### src/rtl/c_drain_pkg.sv
// Shared TPU package: array geometry and C-drain FSM state encoding.
// Used by the array, buffer and drain blocks.
package c_drain_pkg;

  localparam int N_LANES = 4;
  localparam int WORD_W  = 32;
  localparam int ROW_W   = N_LANES * WORD_W;

  typedef enum logic [2:0] {
    IDLE,
    READ,
    LOAD,
    SEND,
    DONE
  } drain_state_e;

endpackage

### src/rtl/c_drain.sv
// C drain: reads C rows from the buffer and streams them out word by word
// (lane 0 = MSBs first) over a valid/ready port. Ports: clk, rst_n,
// start/rows request, busy/done status, C_index/C_data_out buffer read,
// out_valid/out_ready/out_data/out_last result stream.
module c_drain
  import c_drain_pkg::*;
#(
  parameter int N_LANES = c_drain_pkg::N_LANES,
  parameter int WORD_W  = c_drain_pkg::WORD_W,
  parameter int ROW_W   = c_drain_pkg::ROW_W
) (
  input  logic              clk,
  input  logic              rst_n,
  input  logic              start,
  input  logic [7:0]        rows,
  output logic              busy,
  output logic              done,
  output logic [15:0]       C_index,
  input  logic [ROW_W-1:0]  C_data_out,
  output logic              out_valid,
  input  logic              out_ready,
  output logic [WORD_W-1:0] out_data,
  output logic              out_last
);

  localparam int LW = (N_LANES > 1) ? $clog2(N_LANES) : 1;
  localparam logic [LW-1:0] L_MAX = LW'(N_LANES - 1);

  drain_state_e     state_q;
  drain_state_e     state_d;
  logic [7:0]       rows_q;
  logic [7:0]       r_q;
  logic [LW-1:0]    l_q;
  logic [ROW_W-1:0] row_q;
  logic             xfer;
  logic             lane_end;
  logic             more;

  assign xfer     = (state_q == SEND) && out_ready;
  assign lane_end = (l_q == L_MAX);
  // widened so r+1 cannot wrap
  assign more     = ({1'b0, r_q} + 9'd1) < {1'b0, rows_q};

  always_comb begin
    state_d = state_q;
    unique case (state_q)
      IDLE: begin
        if (start) state_d = (rows != 8'd0) ? READ : DONE;
      end
      READ: state_d = LOAD;
      LOAD: state_d = SEND;
      SEND: begin
        if (xfer && lane_end) state_d = more ? READ : DONE;
      end
      DONE:    state_d = IDLE;
      default: state_d = IDLE;
    endcase
  end

  always_ff @(posedge clk or negedge rst_n) begin
    if (!rst_n) begin
      state_q <= IDLE;
      rows_q  <= '0;
      r_q     <= '0;
      l_q     <= '0;
      row_q   <= '0;
    end else begin
      state_q <= state_d;
      if (state_q == IDLE && start && rows != 8'd0) begin
        rows_q <= rows;
        r_q    <= '0;
      end
      if (state_q == LOAD) begin
        row_q <= C_data_out;
        l_q   <= '0;
      end
      if (xfer) begin
        l_q <= l_q + 1'b1;
        if (lane_end) r_q <= r_q + 8'd1;
      end
    end
  end

  assign busy      = (state_q != IDLE);
  assign done      = (state_q == DONE);
  assign out_valid = (state_q == SEND);
  assign C_index   = {8'd0, r_q};
  assign out_last  = out_valid && lane_end &&
                     (r_q == rows_q - 8'd1);

  // lane mux; held at zero outside SEND
  always_comb begin
    out_data = '0;
    for (int i = 0; i < N_LANES; i++) begin
      if (out_valid && l_q == LW'(i))
        out_data = row_q[ROW_W-1-WORD_W*i -: WORD_W];
    end
  end

endmodule
### config.mk
export PLATFORM = sky130hd
export DESIGN_NAME = c_drain
export DESIGN_NICKNAME = d
export VERILOG_FILES = /design/src/rtl/c_drain_pkg.sv /design/src/rtl/c_drain.sv
export SDC_FILE = /design/constraint.sdc
export NUM_CORES = 1
export LEC_CHECK = 0
export CAP_MARGIN = 40
export CORE_MARGIN = 8
export CORE_UTILIZATION = 49
export DETAILED_ROUTE_END_ITERATION = 12
export PLACE_DENSITY_LB_ADDON = 0.3
export SLEW_MARGIN = 40
export SYNTH_ARGS = -nofsm -noshare
export SYNTH_HDL_FRONTEND = slang
export SYNTH_SLANG_ARGS = --single-unit
### constraint.sdc
create_clock -name clk -period 2.6 [get_ports clk]
set_input_delay 0.26 -clock clk [delete_from_list [all_inputs] [get_ports clk]]
set_output_delay 0.26 -clock clk [all_outputs]
set_load 0.1 [all_outputs]
# Yosys cells after proc, flatten, opt, wreduce, memory -nomap -nowiden
# Index checks and enable logic that the tools add are counted.
# totals
reg_bits	149
in_bits	140
output_inout_bits	52
# classes
addsub	4
order_cmp	1
n_eq_ne	10
mux	14
reduce_logical	15
# op_table
operator	count
2-to-1 mux 32 bit	4
2-to-1 mux 8 bit	3
2-to-1 mux 3 bit	4
case mux 3 bit (4 select lines)	1
adder 8 x 1 -> 9 bit, second input constant	1
logical AND 1 bit	9
less-than comparator 9 x 8 -> 1 bit	1
adder 8 x 1 -> 8 bit, second input constant	1
== test 8 bit	1
nonzero test 8 bit	1
subtractor 8 x 1 -> 8 bit, second input constant	1
== test 3 x 2 -> 1 bit, second input constant	2
== test 2 bit, second input constant	2
2-to-1 mux 2 bit	2
== test 3 x 1 -> 1 bit, second input constant	1
== test 3 bit, second input constant	1
logical NOT 3 bit	1
nonzero test 3 bit	1
adder 2 x 1 -> 2 bit, second input constant	1
== test 2 x 1 -> 1 bit, second input constant	1
logical NOT 2 bit	1
!= test 2 x 1 -> 1 bit, second input constant	1
!= test 2 bit, second input constant	1
AND reduction 2 bit	1
nonzero test 2 bit	1

# Depth between registers and ports, before layout
# Gate-level depths: netlist (run 1).
# logic_depth
word_depth	6
depth_mapped	10
depth_no_buf	9

# Least setup slack after synthesis (run 1)
# OpenSTA, ideal clock, no wires.
# synth_timing
kind	flip-flop to output port
start	reg r_q[5]
end	out out_last
arrival_time_ps	4583
required_time_ps	2340
setup_slack_ps	-2243
path_stages_with_launch	7
path_cell_list	dfrtp_1 -> clkbuf_1 -> xor2_1 -> a21oi_1 -> a21oi_1 -> o21a_1 -> nor4_1
# synth_between
elab_chain_len	2
# synth_rtl
element	line_no	source
from (decl)	c_drain.sv:32	logic [7:0] r_q;
from (signal assigned)	c_drain.sv:79	if (lane_end) r_q <= r_q + 8'd1;
== test 8 bit	c_drain.sv:89	(r_q == rows_q - 8'd1);
logical AND 1 bit	c_drain.sv:88	assign out_last = out_valid && lane_end &&
to (decl)	c_drain.sv:23	output logic out_last
# Every way passes these cells.

# Final worst setup path (run 1)
# layout_timing
start	reg l_q[0]
end	out out_data[31]
# layout_between
elab_chain_len	6
elab_cells_between_ends	12
cone_classes	eq/ne (3); mux (4); reduce/logical (5)
# layout_rtl
element	line_no	source
from (decl)	c_drain.sv:33	logic [LW-1:0] l_q;
from (signal assigned)	c_drain.sv:78	l_q <= l_q + 1'b1;
logical NOT 2 bit	c_drain.sv:95	if (out_valid && l_q == LW'(i))
logical AND 1 bit	c_drain.sv:95	
2-to-1 mux 32 bit (3 in a row)	c_drain.sv:95	
2-to-1 mux 32 bit (*)	c_drain.sv:95	
to (decl)	c_drain.sv:22	output logic [WORD_W-1:0] out_data,
# Mark *: on every way between the ends. The rest lies on a longest branch, timed or not.

==> results of run 1 <==
## cell type report
| cell class | count | area, sq um |
|---|---|---|
| Fill cell | 1118 | 4090 |
| Sequential cell | 149 | 3730 |
| Multi-Input combinational cell | 676 | 3470 |
| Timing Repair Buffer | 203 | 2360 |
| Clock buffer | 19 | 443 |
| Tap cell | 184 | 230 |
| Clock inverter | 13 | 158 |
| Inverter | 11 | 41.3 |
## per-stage QoR
stage / TNS [ns] / worst slack [ns]
after floorplan: -0.822 / -0.359
after global placement: 0 / 0.455
after detailed placement: 0 / 0.369
after CTS: 0 / 0.0000837
after global routing: -0.222 / -0.0553
final: 0 / 0.0697
## kinds of logic after synthesis
logic type,count (synthesis),synth area share (%)
compound gates,102,9.50
xor+xnor,15,1.81
simple gates,537,30.5
flops,149,51.3
other cells,1,0.0516
fa+ha+maj,14,2.41
buf+inv,76,4.46
## state kept, by name (all words and copies together), names as in the netlist
signal   count
rows_q       8
state_q      3
row_q      128
l_q          2
r_q          8
## how the worst max path moves through the flow
stage	startpoint	to	cells after the start
CTS	l_q[0]$_DFFE_PN0P_	out_data[26]	9
floorplan	state_q[2]$_DFFE_PN0P_	out_last	5
detailed placement	r_q[0]$_DFF_PN0_	state_q[2]$_DFFE_PN0P_	9
finish	l_q[0]$_DFFE_PN0P_	out_data[31]	9
global route	l_q[0]$_DFFE_PN0P_	out_data[31]	9
global placement	l_q[0]$_DFFE_PN0P_	out_data[5]	9
## repair_timing
item	4_1_cts	5_1_grt
setup endpoints to repair	3	32
hold endpoints to repair	67	0
hold buffers	1	0
gates resized for setup	3	21
pin swaps	0	3
setup buffers	0	1
## metal layers
layer  vias up  global-route usage [%]
li1       3216                       -
met4         0                    7.46
met1      3155                    29.6
met5         -                       0
met3        21                    5.69
met2       203                    34.1
## critical path: cells and delay by family (launching register included)
family                   cells  cell delay, ns
AO/OA/AOI/OAI                2            0.16
adder cells (fa/ha/maj)      1            0.14
buffers and inverters        3            0.46
flip-flops                   1            0.43
AND/OR/NAND/NOR              3            0.66
## placed cells by master (no fill, tap or decap), types with 2 or more instances in the layout
cell type and instances:
a21o_1 2, a21oi_1 37, a221oi_1 20, a221oi_2 9, a221oi_4 3, a22o_1 4, and2_1 3, and3_1 3
buf_12 38, buf_4 22, buf_6 4, bufinv_16 3, clkbuf_16 17, clkdlybuf4s50_1 138, clkinv_2 3, clkinvlp_4 7
conb_1 8, dfrtp_1 145, dfrtp_2 4, ha_1 11, ha_2 3, inv_1 9, inv_2 2, nand2_1 400
nand3_1 10, nor2_1 11, nor2_2 30, nor2b_1 32, nor3_1 34, nor4_1 2, o2111ai_1 2, o21ai_0 14
o21ai_1 3, xnor2_1 8, xor2_1 7
==> impl_metrics.tcl, run 1 <==
set metrics [dict create \
    cp_max_fo 17 \
    netlist_area_sq_mm 0.00727 \
    layoutNonFillerInstCount 1255 \
    detail_route.vias_per_cell 5.25 \
    wl_met2_microns 9770 \
    hp-class "in -> reg" \
    cpMostUsedCell "buf_12" \
    routed_wl_microns 20700 \
    yosys_register_bits 149 \
    dieArea_sq_mm 0.0190 \
    core_area_sq_mm 0.0145 \
    rows 44 \
    tritoncts "done" \
    rsz0062_at_grt "yes" \
    met3_wirelength_microns 1290 \
    reg2reg_depth 9 \
    start_util_pct 50.0 \
    worst_r2r_endpoint "state_q[2]$_DFFE_PN0P_" \
    cp_slowest_stage_delay_ns 0.43 \
    hpwlAfterDp_microns 14100 \
    drv_slew 0 \
    cts_root_buf "clkbuf_16" \
    die_w_microns 138 \
    synthArstFlopShare_pct 100 \
    min_to "row_q[10]$_DFFE_PN0P_" \
    fmax_mhz 395 \
    fin_skew_ns 0.00771 \
    clock_latency_ns 0.42 \
    reg2reg_slack_ns 0.32 \
    drt_iter0_drc 576 \
    ys_top_cells_by_count "nand2_1, dfrtp_1, clkbuf_1" \
    crit_arrival_ns 2.27 \
    worst_slew_pin_slew_ns 0.767 \
    setup_viol 0 \
    post-route-period-util_pct 97.3 \
    post-route-util_pct 71.8 \
    postSynthAreaPerCell_sq_um 8.13 \
    clockBufferDepth 2 \
    syn_inst 894 \
    synthToLayoutAreaGrowth_pct 43.6 \
    hp-start "C_data_out[10]" \
    holdWs_ns 0.359 \
    first_pass_iters 5 \
    synth_cell_type_count 41 \
    antenna_found_initial 0 \
    synth.area.top_cells "dfrtp_1, nand2_1, a221oi_1" \
    min_path_cells 3 \
    slowest_stage "dfrtp_1" \
    synth_top_area_share_pct 51.3 \
    worstReg2RegStart "r_q[0]$_DFF_PN0_" \
    grt_max_degree 74 \
    nets 1212 \
    timing.slew.headroom_pct 48.8 \
    wl_met1_microns 9350 \
    yosysMostFrequentCell "nand2_1" \
    outcome "complete, no violations" \
    layout-drive-gt1-share_pct 14.5 \
    crit_path_end_kind "output port" \
    wl_per_cell_microns 16.5 \
    vias 6595 \
    yosysSeqAreaShare_pct 51.3 \
    port_buffers 183 \
    path_clk_slew_ns 0.06 \
    dpl.cell_count 1221 \
    place_area_sq_mm 0.00968 \
    cts_buffers 17 \
    drc 0 \
    required_ns 2.34 \
    die_y_microns 138 \
    startpoint_type "flip-flop" \
    yosysWarnings 0 \
    antenna_cells 0 \
    clkSinkCount 149 \
    period_minus_slack_ns 2.53 \
    drv_cap 0 \
    yosysTopAreaCell "dfrtp_1" \
    antenna_left 0 \
    stdcell_area_sq_mm 0.0104 \
    top_layer "met4" \
    grt_pass1_vias 6521 \
    overflow 0 \
    hold_violations 0 \
    synthFlopType "dfrtp_1" \
    h-tree-depth 4 \
    grt_use_total_pct 22.1 \
    crit_path_cell_trace "inv_2 -> ha_1 -> nor2b_4 -> buf_12 -> a221oi_1 -> nor3_1 -> a21oi_1 -> nor2_1 -> buf_12" \
    io_pins 192 \
    synth-edff-count 0 \
    place.gp.congestion 0.826 \
    criticalPathCategory "reg -> out" \
    grt_pass1_wl_microns 32800 \
]
Power of run 1 is not shown: default switching activity piles up to over one toggle a cycle in this logic, so the estimate is an artifact.
==> run 2, diff against run 1 <==
--- a/config.mk
+++ b/config.mk
@@ -10,6 +10,7 @@
 export CORE_UTILIZATION = 49
 export DETAILED_ROUTE_END_ITERATION = 12
 export PLACE_DENSITY_LB_ADDON = 0.3
+export SKIP_LAST_GASP = 1
 export SLEW_MARGIN = 40
 export SYNTH_ARGS = -nofsm -noshare
 export SYNTH_HDL_FRONTEND = slang
==> impl_metrics.tcl, run 2 (synthesized netlist as in run 1, its figures left out) <==
set metrics [dict create \
    outcome "complete, no violations" \
    worstPathBufferInverterCount 3 \
    startpoint_type "flip-flop" \
    place.gp.congestion 0.826 \
    layoutNonFillerInstCount 1255 \
    hp-start "C_data_out[10]" \
    largest_reg_flops 128 \
    start_util_pct 50.0 \
    slowest_stage "dfrtp_1" \
    synthToLayoutAreaGrowth_pct 43.6 \
    largest-register "row_q" \
    cp_max_fo 17 \
    tritoncts "done" \
    crit_path_cell_trace "inv_1 -> ha_1 -> nor2b_4 -> buf_12 -> a221oi_1 -> nor3_1 -> a21oi_1 -> nor2_1 -> buf_12" \
    worst_slew_pin_slew_ns 0.762 \
    setup_viol 0 \
    grt_pass1_wl_microns 32800 \
    core_area_sq_mm 0.0145 \
    layout-drive-gt1-share_pct 14.4 \
    grt_use_total_pct 22.1 \
    die_w_microns 138 \
    hpwlAfterDp_microns 14100 \
    cts_buffers 17 \
    nets 1212 \
    clkSinkCount 149 \
    grt_max_degree 74 \
    rows 44 \
    routed_wl_microns 20700 \
    dpl.cell_count 1221 \
    clock_latency_ns 0.42 \
    overflow 0 \
    hold_violations 0 \
    post-route-period-util_pct 98.4 \
    port_buffers 183 \
    drv_cap 0 \
    criticalPathCategory "reg -> out" \
    cpMostUsedCell "buf_12" \
    fin_skew_ns 0.00733 \
    reg2reg_slack_ns 0.32 \
    drv_slew 0 \
    crit_arrival_ns 2.30 \
    reg_top3 "row_q (128), r_q (8), rows_q (8)" \
    detail_route.vias_per_cell 5.25 \
    min_to "row_q[10]$_DFFE_PN0P_" \
    hp-class "in -> reg" \
    vias 6586 \
    first_pass_iters 5 \
    antenna_left 0 \
    required_ns 2.34 \
    die_y_microns 138 \
    final_common_cell "nand2_1" \
    post-route-util_pct 71.8 \
    io_pins 192 \
    cp_slowest_stage_delay_ns 0.43 \
    grt_pass1_vias 6521 \
    antenna_cells 0 \
    reg2reg_depth 9 \
    place_ws_ns 0.369 \
    timing.slew.headroom_pct 49.2 \
    drc 0 \
    worst_slack_ns 0.0406 \
    crit_path_end_kind "output port" \
    clockBufferDepth 2 \
    fmax_mhz 391 \
    worstReg2RegStart "r_q[0]$_DFF_PN0_" \
    worst_r2r_endpoint "state_q[2]$_DFFE_PN0P_" \
    min_path_cells 3 \
    dieArea_sq_mm 0.0190 \
    rsz0062_at_grt "yes" \
    path_clk_slew_ns 0.06 \
    antenna_found_initial 0 \
    drt_iter0_drc 569 \
    cts_root_buf "clkbuf_16" \
    crit_family "simple AND/OR/NAND/NOR gates" \
    holdWs_ns 0.362 \
    h-tree-depth 4 \
    wl_per_cell_microns 16.5 \
    period_minus_slack_ns 2.56 \
    final_cell_mix "nand2_1, dfrtp_1, clkdlybuf4s50_1" \
]
==> run 2: how the worst max path moves through the flow <==
stage                            from                     end  slack (ns)  depth (start not counted)
3_3_place_gp       l_q[0]$_DFFE_PN0P_             out_data[5]        0.46                          9
3_5_place_dp         r_q[0]$_DFF_PN0_  state_q[2]$_DFFE_PN0P_        0.37                          9
6_report           l_q[0]$_DFFE_PN0P_            out_data[31]        0.04                          9
4_1_cts            l_q[0]$_DFFE_PN0P_            out_data[26]     0.00008                          9
2_1_floorplan  state_q[2]$_DFFE_PN0P_                out_last       -0.36                          5
5_1_grt            l_q[0]$_DFFE_PN0P_            out_data[31]       -0.08                          9
==> run 2: repair_timing <==
action / 4_1_cts / 5_1_grt
gates resized for setup: 3 / 20
buffers inserted: 0 / 1
hold buffers: 1 / 0
endpoints found under the setup margin: 3 / 32
hold endpoints to repair: 67 / 0
pin swaps: 0 / 3
==> run 2: cell type report <==
class	count	area, sq um
flip-flops and latches	149	3730
clock buffers	19	443
inverters	11	41.3
clock inverters	13	158
repair buffers	203	2360
well taps	184	230
fillers	1118	4090
multi-input cells	676	3470
==> run 2: tightest hold or removal path: stages <==
cell             delay, ns
clkdlybuf4s50_1       0.39
nand2_1               0.05
nand2_1               0.04
==> run 2: layer usage <==
metal / track usage [%] / part of all wire (%) / vias to the layer above
li1: - / - / 3216
met1: 29.6 / 45 / 3149
met2: 34.1 / 47 / 203
met3: 5.69 / 6.5 / 18
met4: 7.46 / 1.4 / 0
met5: 0 / 0 / -
==> run 2: per-stage QoR <==
stage,setup TNS (ns),cell area (sq um)
after floorplan,-0.822,7390
after global placement,0,9680
after detailed placement,0,9680
after CTS,0,10300
after global routing,-0.665,10400
final,0,10400
Power of run 2 is left out for the same reason.
==> run 3, diff against run 2 <==
--- a/config.mk
+++ b/config.mk
@@ -5,9 +5,8 @@
 export SDC_FILE = /design/constraint.sdc
 export NUM_CORES = 1
 export LEC_CHECK = 0
-export CAP_MARGIN = 40
 export CORE_MARGIN = 8
-export CORE_UTILIZATION = 49
+export CORE_UTILIZATION = 53
 export DETAILED_ROUTE_END_ITERATION = 12
 export PLACE_DENSITY_LB_ADDON = 0.3
 export SKIP_LAST_GASP = 1
==> constraint.sdc (replaced) <==
create_clock -name clk -period 3.1 [get_ports clk]
set_input_delay 0.31 -clock clk [delete_from_list [all_inputs] [get_ports clk]]
set_output_delay 0.31 -clock clk [all_outputs]
set_load 0.1 [all_outputs]
==> impl_metrics.tcl, run 3 (synthesized netlist as in run 1, its figures left out) <==
set metrics [dict create \
    antenna_found_initial 0 \
    rsz0062_at_grt "no" \
    path_clk_slew_ns 0.06 \
    reg_top3 "row_q (128), r_q (8), rows_q (8)" \
    grt_use_total_pct 24.1 \
    hp-class "in -> reg" \
    cp_slowest_stage_delay_ns 0.48 \
    multi_input_area_sq_mm 0.00329 \
    first_pass_iters 7 \
    fillers 959 \
    required_ns 2.79 \
    io_pins 192 \
    core_area_sq_mm 0.0133 \
    hold_violations 0 \
    nets 1205 \
    drv_slew 0 \
    outcome "complete, no violations" \
    crit_path_cell_trace "inv_1 -> ha_2 -> buf_12 -> a221oi_1 -> nor3_1 -> a21oi_1 -> nor2_1 -> buf_12" \
    dieArea_sq_mm 0.0177 \
    die_y_microns 133 \
    clock_latency_ns 0.42 \
    reg2reg_depth 9 \
    vias 6705 \
    tritoncts "done" \
    detail_route.vias_per_cell 5.41 \
    crit_family "buffers and inverters" \
    cpMostUsedCell "buf_12" \
    start_util_pct 54.7 \
    place_ws_ns 0.787 \
    largest_reg_flops 128 \
    postCtsSetupRepairBufs 0 \
    top_layer "met4" \
    timing.critical_path.depth 8 \
    fmax_mhz 354 \
    h-tree-depth 4 \
    grt_max_degree 93 \
    drv_cap 0 \
    overflow 0 \
    cts_buffers 17 \
    wl_per_cell_microns 17.0 \
    worst_slew_pin_slew_ns 0.690 \
    place.gp.congestion 0.814 \
    setup_viol 0 \
    cts_root_buf "clkbuf_16" \
    cp_max_fo 40 \
    final_cell_mix "nand2_1, dfrtp_1, clkdlybuf4s50_1" \
    worstPathBufferInverterCount 3 \
    criticalPathCategory "reg -> out" \
    clockBufferDepth 2 \
    final_common_cell "nand2_1" \
    worst_slack_ns 0.278 \
    rows 42 \
    antenna_left 0 \
    startpoint_type "flip-flop" \
    grt_pass1_vias 6795 \
    routed_wl_microns 21100 \
    min_path_cells 3 \
    layoutNonFillerInstCount 1239 \
    post-route-period-util_pct 91.0 \
    grt_pass1_wl_microns 34500 \
    antenna_cells 0 \
    slowest_stage "ha_2" \
    timing.slew.headroom_pct 53.6 \
    drc 0 \
    wl_met2_microns 10100 \
    period_minus_slack_ns 2.82 \
    register_area_sq_mm 0.00373 \
    crit_path_end_kind "output port" \
    largest-register "row_q" \
    synthToLayoutAreaGrowth_pct 40.0 \
    port_buffers 183 \
    dpl.cell_count 1207 \
    wl_met1_microns 8680 \
    hpwlAfterDp_microns 14200 \
    fin_skew_ns 0.0113 \
    clkSinkCount 149 \
    crit_arrival_ns 2.51 \
    drt_iter0_drc 592 \
    die_w_microns 133 \
    layout-drive-gt1-share_pct 9.13 \
    met3_wirelength_microns 1800 \
    timing.setup.tns_ns 0 \
]
## run 3: final cells by class
cell class	count	share of cell area, %
Sequential cell	149	36.6
Multi-Input combinational cell	676	32.4
Timing Repair Buffer	196	22.6
Clock buffer	22	4.56
Tap cell	176	2.16
Clock inverter	9	1.25
Inverter	11	0.406
## run 3: worst register-to-register path: stages, from the launching register on
cell,delay (ns)
dfrtp_1,0.49
ha_1,0.29
nand3_1,0.15
nor2_1,0.31
xor2_1,0.22
ha_1,0.29
a21o_1,0.19
a21oi_1,0.14
nand3_1,0.14
o2bb2ai_1,0.15
## run 3: final timing paths
kind	from	end	slack, ns
max	l_q[0]$_DFFE_PN0P_	out_data[14]	0.28
min	C_data_out[104]	row_q[104]$_DFFE_PN0P_	0.41
max reg2reg	r_q[0]$_DFF_PN0_	state_q[2]$_DFFE_PN0P_	0.62
min reg2reg	row_q[37]$_DFFE_PN0P_	row_q[37]$_DFFE_PN0P_	0.47
max in group asynchronous	rst_n	row_q[126]$_DFFE_PN0P_	1.89
min in group asynchronous	rst_n	rows_q[5]$_DFFE_PN0P_	0.49
## run 3: per-stage QoR
stage	utilization (%)	area, sq um	hold WS, ns
after floorplan	-	7310	0.0144
after global placement	71.9	9560	0.402
after detailed placement	72.0	9570	0.406
after CTS	76.5	10200	0.401
after global routing	76.5	10200	0.408
final	76.5	10200	0.411
## run 3: per-layer routing
metal | up-vias | track usage (%)
li1 | 3202 | -
met1 | 3173 | 30.2
met2 | 293 | 38.1
met3 | 37 | 7.93
met4 | 0 | 8.92
met5 | - | 0
## run 3: repair_timing
item | CTS | global route
hold buffers | 1 | 0
gates resized for setup | 0 | 0
hold endpoints to repair | 79 | 0
Power of run 3 is left out for the same reason.
